--- src/rtl/gcd_stream_engine.sv ---
// Handshaked GCD engine: per-transaction subtractive Euclid or binary (Stein).
// One step per CALC cycle; the result is held on the output port until it is taken.
module gcd_stream_engine #(
    parameter int WIDTH = 16,
    parameter int CNT_W = 16
) (
    input  logic             clk,
    input  logic             rst,
    input  logic             in_valid,
    output logic             in_ready,
    input  logic [WIDTH-1:0] in_a,
    input  logic [WIDTH-1:0] in_b,
    input  logic             in_mode,
    output logic             out_valid,
    input  logic             out_ready,
    output logic [WIDTH-1:0] out_gcd,
    output logic [CNT_W-1:0] out_cycles,
    output logic             out_zero,
    output logic             busy
);

    localparam int KW = $clog2(WIDTH) + 1;
    localparam logic [KW-1:0]    K_ONE   = 1;
    localparam logic [CNT_W-1:0] CNT_ONE = 1;
    localparam logic [CNT_W-1:0] CNT_MAX = '1;

    typedef enum logic [1:0] {
        IDLE,
        CALC,
        DONE
    } state_t;

    state_t state, state_n;

    logic [WIDTH-1:0] a, b, gcd_r;
    logic [KW-1:0]    k;
    logic [CNT_W-1:0] cnt;
    logic             mode;
    logic             zero_r;

    logic             accept;
    logic             in_zero;
    logic             eq;
    logic [WIDTH-1:0] a_minus_b, b_minus_a;

    assign accept    = in_valid && (state == IDLE);
    assign in_zero   = (in_a == '0) || (in_b == '0);
    assign eq        = (a == b);
    assign a_minus_b = a - b;
    assign b_minus_a = b - a;

    always_ff @(posedge clk or posedge rst) begin
        if (rst) state <= IDLE;
        else     state <= state_n;
    end

    always_comb begin
        state_n = state;
        case (state)
            IDLE:    if (accept) state_n = in_zero ? DONE : CALC;
            CALC:    if (eq) state_n = DONE;
            DONE:    if (out_ready) state_n = IDLE;
            default: state_n = IDLE;
        endcase
    end

    always_ff @(posedge clk or posedge rst) begin
        if (rst) begin
            a      <= '0;
            b      <= '0;
            k      <= '0;
            cnt    <= '0;
            mode   <= 1'b0;
            gcd_r  <= '0;
            zero_r <= 1'b0;
        end else if (state == IDLE) begin
            if (accept) begin
                a      <= in_a;
                b      <= in_b;
                mode   <= in_mode;
                k      <= '0;
                cnt    <= '0;
                gcd_r  <= in_a | in_b;
                zero_r <= (in_a == '0) && (in_b == '0);
            end
        end else if (state == CALC) begin
            if (cnt != CNT_MAX) cnt <= cnt + CNT_ONE;
            if (eq) begin
                // Stein restores the common power of two removed earlier
                gcd_r <= mode ? (a << k) : a;
            end else if (!mode) begin
                if (a > b) a <= a_minus_b;
                else       b <= b_minus_a;
            end else begin
                unique case (1'b1)
                    (!a[0] && !b[0]): begin
                        a <= a >> 1;
                        b <= b >> 1;
                        k <= k + K_ONE;
                    end
                    (!a[0] && b[0]): a <= a >> 1;
                    (a[0] && !b[0]): b <= b >> 1;
                    (a[0] && b[0] && (a > b)): a <= a_minus_b >> 1;
                    default: b <= b_minus_a >> 1;
                endcase
            end
        end
    end

    assign in_ready   = (state == IDLE);
    assign out_valid  = (state == DONE);
    assign busy       = (state != IDLE);
    assign out_gcd    = gcd_r;
    assign out_cycles = cnt;
    assign out_zero   = zero_r;

endmodule

--- config.mk ---
export PLATFORM = sky130hd
export DESIGN_NAME = gcd_stream_engine
export DESIGN_NICKNAME = d
export VERILOG_FILES = /design/src/rtl/gcd_stream_engine.sv
export SDC_FILE = /design/constraint.sdc
export NUM_CORES = 1
export LEC_CHECK = 0
export CAP_MARGIN = 40
export CORE_AREA = 2 2 121 123
export DETAILED_ROUTE_END_ITERATION = 10
export DIE_AREA = 0 0 123 125
export HOLD_SLACK_MARGIN = 0.05
export MAX_ROUTING_LAYER = met4
export PLACE_DENSITY_LB_ADDON = 0.15
export SYNTH_ARGS = -nofsm -noshare
export SYNTH_HDL_FRONTEND = slang
export SYNTH_SLANG_ARGS = --single-unit
--- constraint.sdc ---
create_clock -name clk -period 3.71 [get_ports clk]
set_input_delay 0.742 -clock clk [delete_from_list [all_inputs] [get_ports clk]]
set_output_delay 0.742 -clock clk [all_outputs]
set_load 0.05 [all_outputs]
==> results of run 1 <==
==> worst paths after layout <==
kind	slack, ns	start	cells past startpoint	end
worst max-delay path	0.49	a[0]$_DFFE_PP0P_	11	a[11]$_DFFE_PP0P_
worst max register to register	0.49	a[0]$_DFFE_PP0P_	11	a[11]$_DFFE_PP0P_
worst min register to register	0.48	out_gcd[11]$_DFFE_PP0P_	2	out_gcd[11]$_DFFE_PP0P_
max in group asynchronous	2.58	rst	3	b[14]$_DFFE_PP0P_
min in group asynchronous	0.81	rst	3	out_gcd[3]$_DFFE_PP0P_
worst min-delay path	0.48	out_gcd[11]$_DFFE_PP0P_	2	out_gcd[11]$_DFFE_PP0P_
==> Yosys cell counts, types with 6 or more instances <==
cell	count
mux4_2	6
a211oi_1	12
xor2_1	21
o21ai_0	47
a221oi_1	8
nand2b_1	8
o31ai_1	8
dfrtp_1	73
inv_1	39
and3_1	7
ha_1	35
nand2_1	77
nand3_1	20
o211ai_1	16
mux2i_1	21
nor2_1	86
nand4_1	9
nor4_1	10
xnor2_1	15
mux2_2	9
a211o_1	6
nor3_1	17
a31oi_1	12
a21oi_1	53
or3_1	9
a21o_1	9
nor2b_1	6
o21a_1	17
clkbuf_1	31
o221ai_1	6
buf_2	16
==> registers in the layout (all words and copies together) (netlist names) <==
name and flops:
state 2, k 5, out_cycles 16, a 16
out_gcd 16, mode 1, b 16, out_zero 1
==> layout by cell type, fill, tap and decap left out, types with 9 or more instances in the layout <==
master           Yosys  final
a21oi_1             53     53
nand3_1             20     20
nor3_1              17     17
xnor2_1             15     15
inv_1               39     38
nor2_1              86     85
mux2i_1             21     21
o21ai_0             47     47
a211oi_1            12     12
o21a_1              17     17
xor2_1              21     21
a21o_1               9      9
nor4_1              10     10
or3_1                9      9
nand2_1             77     77
a31oi_1             12     12
clkdlybuf4s50_1      0     71
mux2_2               9      9
buf_4                5     16
dfrtp_1             73     73
ha_1                35     35
o211ai_1            16     16
nand4_1              9      9
clkbuf_16            0      9
==> layer usage <==
layer / vias to the layer above / share of wire [%] / GRT usage, % / wire length, um
met5: - / 0 / - / 0
met2: 323 / 46 / 45.6 / 10200
met3: 64 / 6.6 / 3.24 / 1470
li1: 3023 / - / - / -
met1: 3147 / 44 / 41.8 / 9870
met4: 0 / 3.3 / 11.2 / 731
==> kinds of logic after synthesis <==
family | after synthesis | synth area share, %
xor+xnor | 36 | 4.79
fa+ha+maj | 37 | 7.27
compound gates | 250 | 26.4
simple gates | 271 | 19.9
flops | 73 | 27.8
buf+inv | 100 | 7.13
mux | 36 | 6.79
==> per-stage QoR <==
stage | instances | hold WS, ns
2_1_floorplan | 803 | 0.518
3_3_place_gp | 1016 | 0.454
3_5_place_dp | 1018 | 0.464
4_1_cts | 1034 | 0.478
5_1_grt | 1034 | 0.493
6_report | 1034 | 0.476
==> cell type report <==
| class | instances | area share, % |
|---|---|---|
| clock inverters | 7 | 1.62 |
| repair buffers | 89 | 11.4 |
| inverters | 42 | 2.04 |
| flip-flops and latches | 73 | 23.6 |
| well taps | 184 | 2.98 |
| clock buffers | 9 | 2.91 |
| multi-input cells | 630 | 55.5 |
==> critical path, cell delays in order (launching register included) <==
cell and delay [ns]:
dfrtp_1 0.49, inv_1 0.14, ha_1 0.28, fa_1 0.46, nor2b_4 0.15, o31a_4 0.15
o21ai_4 0.08, o31a_4 0.30, o31ai_2 0.22, o21a_1 0.43, o311ai_0 0.22, a2bb2oi_1 0.17
==> results.cfg, run 1 <==
[outcome]
status = finished clean

[finish]
antenna_cells = 0
drive_gt1_share_pct = 8.12
fin_util_pct = 54.4
multiInputGateArea_um2 = 4290
final_nets = 919
final.fill_count = 1354
design_area_um2 = 7730
seqCellArea_um2 = 1830
areaGrowthSynthToFinish_pct = 17.6

[placed_design]
place_ws_ns = 0.542
portBuffers = 72
dp_hpwl_mm = 16.7
gp_congestion = 0.933
place_area_um2 = 7380

[clocking]
ctsResizeCount = 0
holdBufCountCts = 0
cts-htree-levels = 3
cts.path.max_buffers = 2
ctsRootBufferMaster = clkbuf_16
postCtsSetupBuffers = 0
clock_latency_ns = 0.36
cts-buffers-inserted = 9
cts_tree = yes
clk_pin_slew_worst_paths_ns = 0.07
cts_sinks = 73

[route]
drt-vias-per-instance = 6.34
drt_iter0_drc = 668
vias = 6557
ant_nets = 0
drcViolationCount = 0
dr.pass1.iters = 7
wl_per_cell_um = 21.5
routed_wl_mm = 22.2

[timing]
min_period_ns = 3.22
fin_skew_ns = 0.00947
setup_violations = 0
fin_ws_ns = 0.492
slew_headroom_pct = 42.0
hold_viol = 0
slew_violations = 0
worstMarginPinSlew_ns = 0.870
timing.final.crit_share_pct = 86.7
grt_setup_unrepaired = no
timing.fmax_mhz = 311
fin_setup_tns_ns = 0

[die]
pin_count = 73
start_util_pct = 46.3
row_count = 44
die_h_um = 125
core_um2 = 14200
die_w_um = 123
die_area_um2 = 15400

[yosys]
synth_warnings = 0
yosys.area.top_type = dfrtp_1
synth_area_um2 = 6580
yosys-top-cells-area = dfrtp_1 28%, ha_1 6.7%, nor2_1 4.9%
synthCells = 803
synth_edf_count = 0
syn_area_per_cell_um2 = 8.19
ys_ff_latch = 73
synth-seq-area-share_pct = 27.8
async_flop_share_pct = 100
yosysUniqueCellTypes = 80
synth_top_cell_area_share_pct = 27.8
synth_fp_nets = 877
synth_ff_type = dfrtp_1

[global_route]
gr-total-overflow = 0
grt_pass1_wl_mm = 34.7
antenna_found_initial = 0
track_usage_pct = 30.2
grt_max_degree = 74
grt_pass1_vias = 6182

[critical_path]
end_kind = flop
cp.arrival_ns = 3.45
required_ns = 3.94
crit_fanout = 11
start_kind = flop
path_class = reg -> reg

[job]
cap_violations = 0

[hold_path]
hp-class = reg -> reg
Power of run 1 is not shown: default switching activity piles up to over one toggle a cycle in this logic, so the estimate is an artifact.
==> run 2, diff against run 1 <==
Settings changed: CTS_BUF_LIST from default to sky130_fd_sc_hd__clkbuf_16, PLACE_DENSITY from default to 0.68, PLACE_DENSITY_LB_ADDON 0.15 to default.
==> results.cfg, run 2 (synthesis results as in run 1) <==
[timing]
min_period_ns = 3.27
whs_ns = 0.475
grt_setup_unrepaired = no
worstMarginPinSlew_ns = 0.914
slew_headroom_pct = 39.1
timing.final.crit_share_pct = 88.0
timing.fmax_mhz = 306
fin_setup_tns_ns = 0
hold_viol = 0
slew_violations = 0
fin_skew_ns = 0.00887
setup_violations = 0

[critical_path]
cp.arrival_ns = 3.50
start_kind = flop
rr_worst_depth = 9
regToRegStartpoint = a[13]$_DFFE_PP0P_
crit_fanout = 16
crit_path_top_delay_cell = ha_1
rrSetupSlack_ns = 0.44
path_class = reg -> reg
path_buf_inv = 2
worst_path_dominant_cell_family = simple AND/OR/NAND/NOR gates
crit_chain = inv_1 > ha_1 > nand4_1 > nor4_4 > nand2_1 > a21oi_1 > buf_4 > o221ai_1 > o21a_1
crit_path_max_incr_delay_ns = 0.56
end_kind = flop
required_ns = 3.95
worstReg2RegEnd = out_gcd[4]$_DFFE_PP0P_

[placed_design]
portBuffers = 72
place_area_um2 = 7410
dp.cells = 1023
gp_congestion = 0.924
dp_hpwl_mm = 16.6

[clocking]
ctsRootBufferMaster = clkbuf_16
cts_tree = yes
cts.path.max_buffers = 2
cts-buffers-inserted = 9
clock_latency_ns = 0.35
cts-htree-levels = 3
holdBufCountCts = 0
clk_pin_slew_worst_paths_ns = 0.06
postCtsSetupBuffers = 0
ctsResizeCount = 0
cts_sinks = 73

[route]
drt_iter0_drc = 472
drcViolationCount = 0
routed_wl_mm = 21.9
dr.pass1.iters = 5
ant_nets = 0
vias = 6573
drt-vias-per-instance = 6.33
wl_per_cell_um = 21.1

[hold_path]
hp-class = reg -> reg
hold_start = out_gcd[11]$_DFFE_PP0P_
min_path_cells = 2
hold_end = out_gcd[11]$_DFFE_PP0P_

[global_route]
track_usage_pct = 29.9
grt_pass1_vias = 6255
use_met2_pct = 46.0
gr-total-overflow = 0
grt_pass1_wl_mm = 34.6
grt_max_degree = 44
use_met3_pct = 2.92
antenna_found_initial = 0
grtUsageMet1_pct = 40.5
grt_busiest_layer = met2

[finish]
final.fill_count = 1302
design_area_um2 = 7750
final_nets = 924
areaGrowthSynthToFinish_pct = 17.9
antenna_cells = 0
final_cell_mix = 85 x nor2_1, 77 x nand2_1, 73 x dfrtp_1, 71 x clkdlybuf4s50_1, 53 x a21oi_1
drive_gt1_share_pct = 8.65
final_common_cell = nor2_1
finalNonFillerCells = 1039

[outcome]
status = finished clean

[die]
pin_count = 73
row_count = 44
die_area_um2 = 15400
core_um2 = 14200
die_w_um = 123
start_util_pct = 46.3
die_h_um = 125

[job]
cap_violations = 0
[run 2: cell count changes in the layout (fill, tap and decap cells not counted)]
cell	delta
buf_16	-1
buf_4	+5
inv_6	-1
buf_12	+1
clkinv_2	+2
clkinv_4	-1
[run 2: worst max path at each step]
stage                                 start                      to  slack, ns  cells past startpoint
after floorplan            a[0]$_DFFE_PP0P_        a[0]$_DFFE_PP0P_       0.92                     13
after global placement     a[0]$_DFFE_PP0P_       a[11]$_DFFE_PP0P_       0.60                     11
after detailed placement  a[13]$_DFFE_PP0P_  out_gcd[5]$_DFFE_PP0P_       0.53                      9
after CTS                 a[13]$_DFFE_PP0P_  out_gcd[4]$_DFFE_PP0P_       0.49                      9
after global routing      a[13]$_DFFE_PP0P_  out_gcd[5]$_DFFE_PP0P_       0.24                      9
final                     a[13]$_DFFE_PP0P_  out_gcd[4]$_DFFE_PP0P_       0.44                      9
[run 2: metrics by stage]
stage	utilization [%]	setup slack [ns]
2_1_floorplan	-	0.916
3_3_place_gp	52.0	0.598
4_1_cts	54.6	0.489
6_report	54.6	0.443
5_1_grt	54.6	0.243
3_5_place_dp	52.2	0.526
[run 2: cell type report]
type                            instances  area [um^2]  area share [%]
Clock inverter                          7          118            1.52
Multi-Input combinational cell        630         4290            55.3
Tap cell                              184          230            2.97
Inverter                               42          158            2.03
Timing Repair Buffer                   94          908            11.7
Clock buffer                            9          225            2.90
Sequential cell                        73         1830            23.6
[run 2: routing by layer]
layer  wire length, um  vias up
li1                  -     3030
met1              9470     3218
met2             10200      280
met3              1500       45
met4               669        0
met5                 0        -
[run 2: worst min-delay path, stage by stage, from the launching register on]
cell,delay (ns)
dfrtp_1,0.35
nand2_1,0.05
nand2_1,0.05
Power of run 2 is left out for the same reason.
==> run 3, diff against run 2 <==
Settings changed: SETUP_SLACK_MARGIN from default to 0.2.
==> results of run 3 <==
Final layout, timing and power as in run 2 (identical DEF).
Power of run 3 is left out for the same reason.
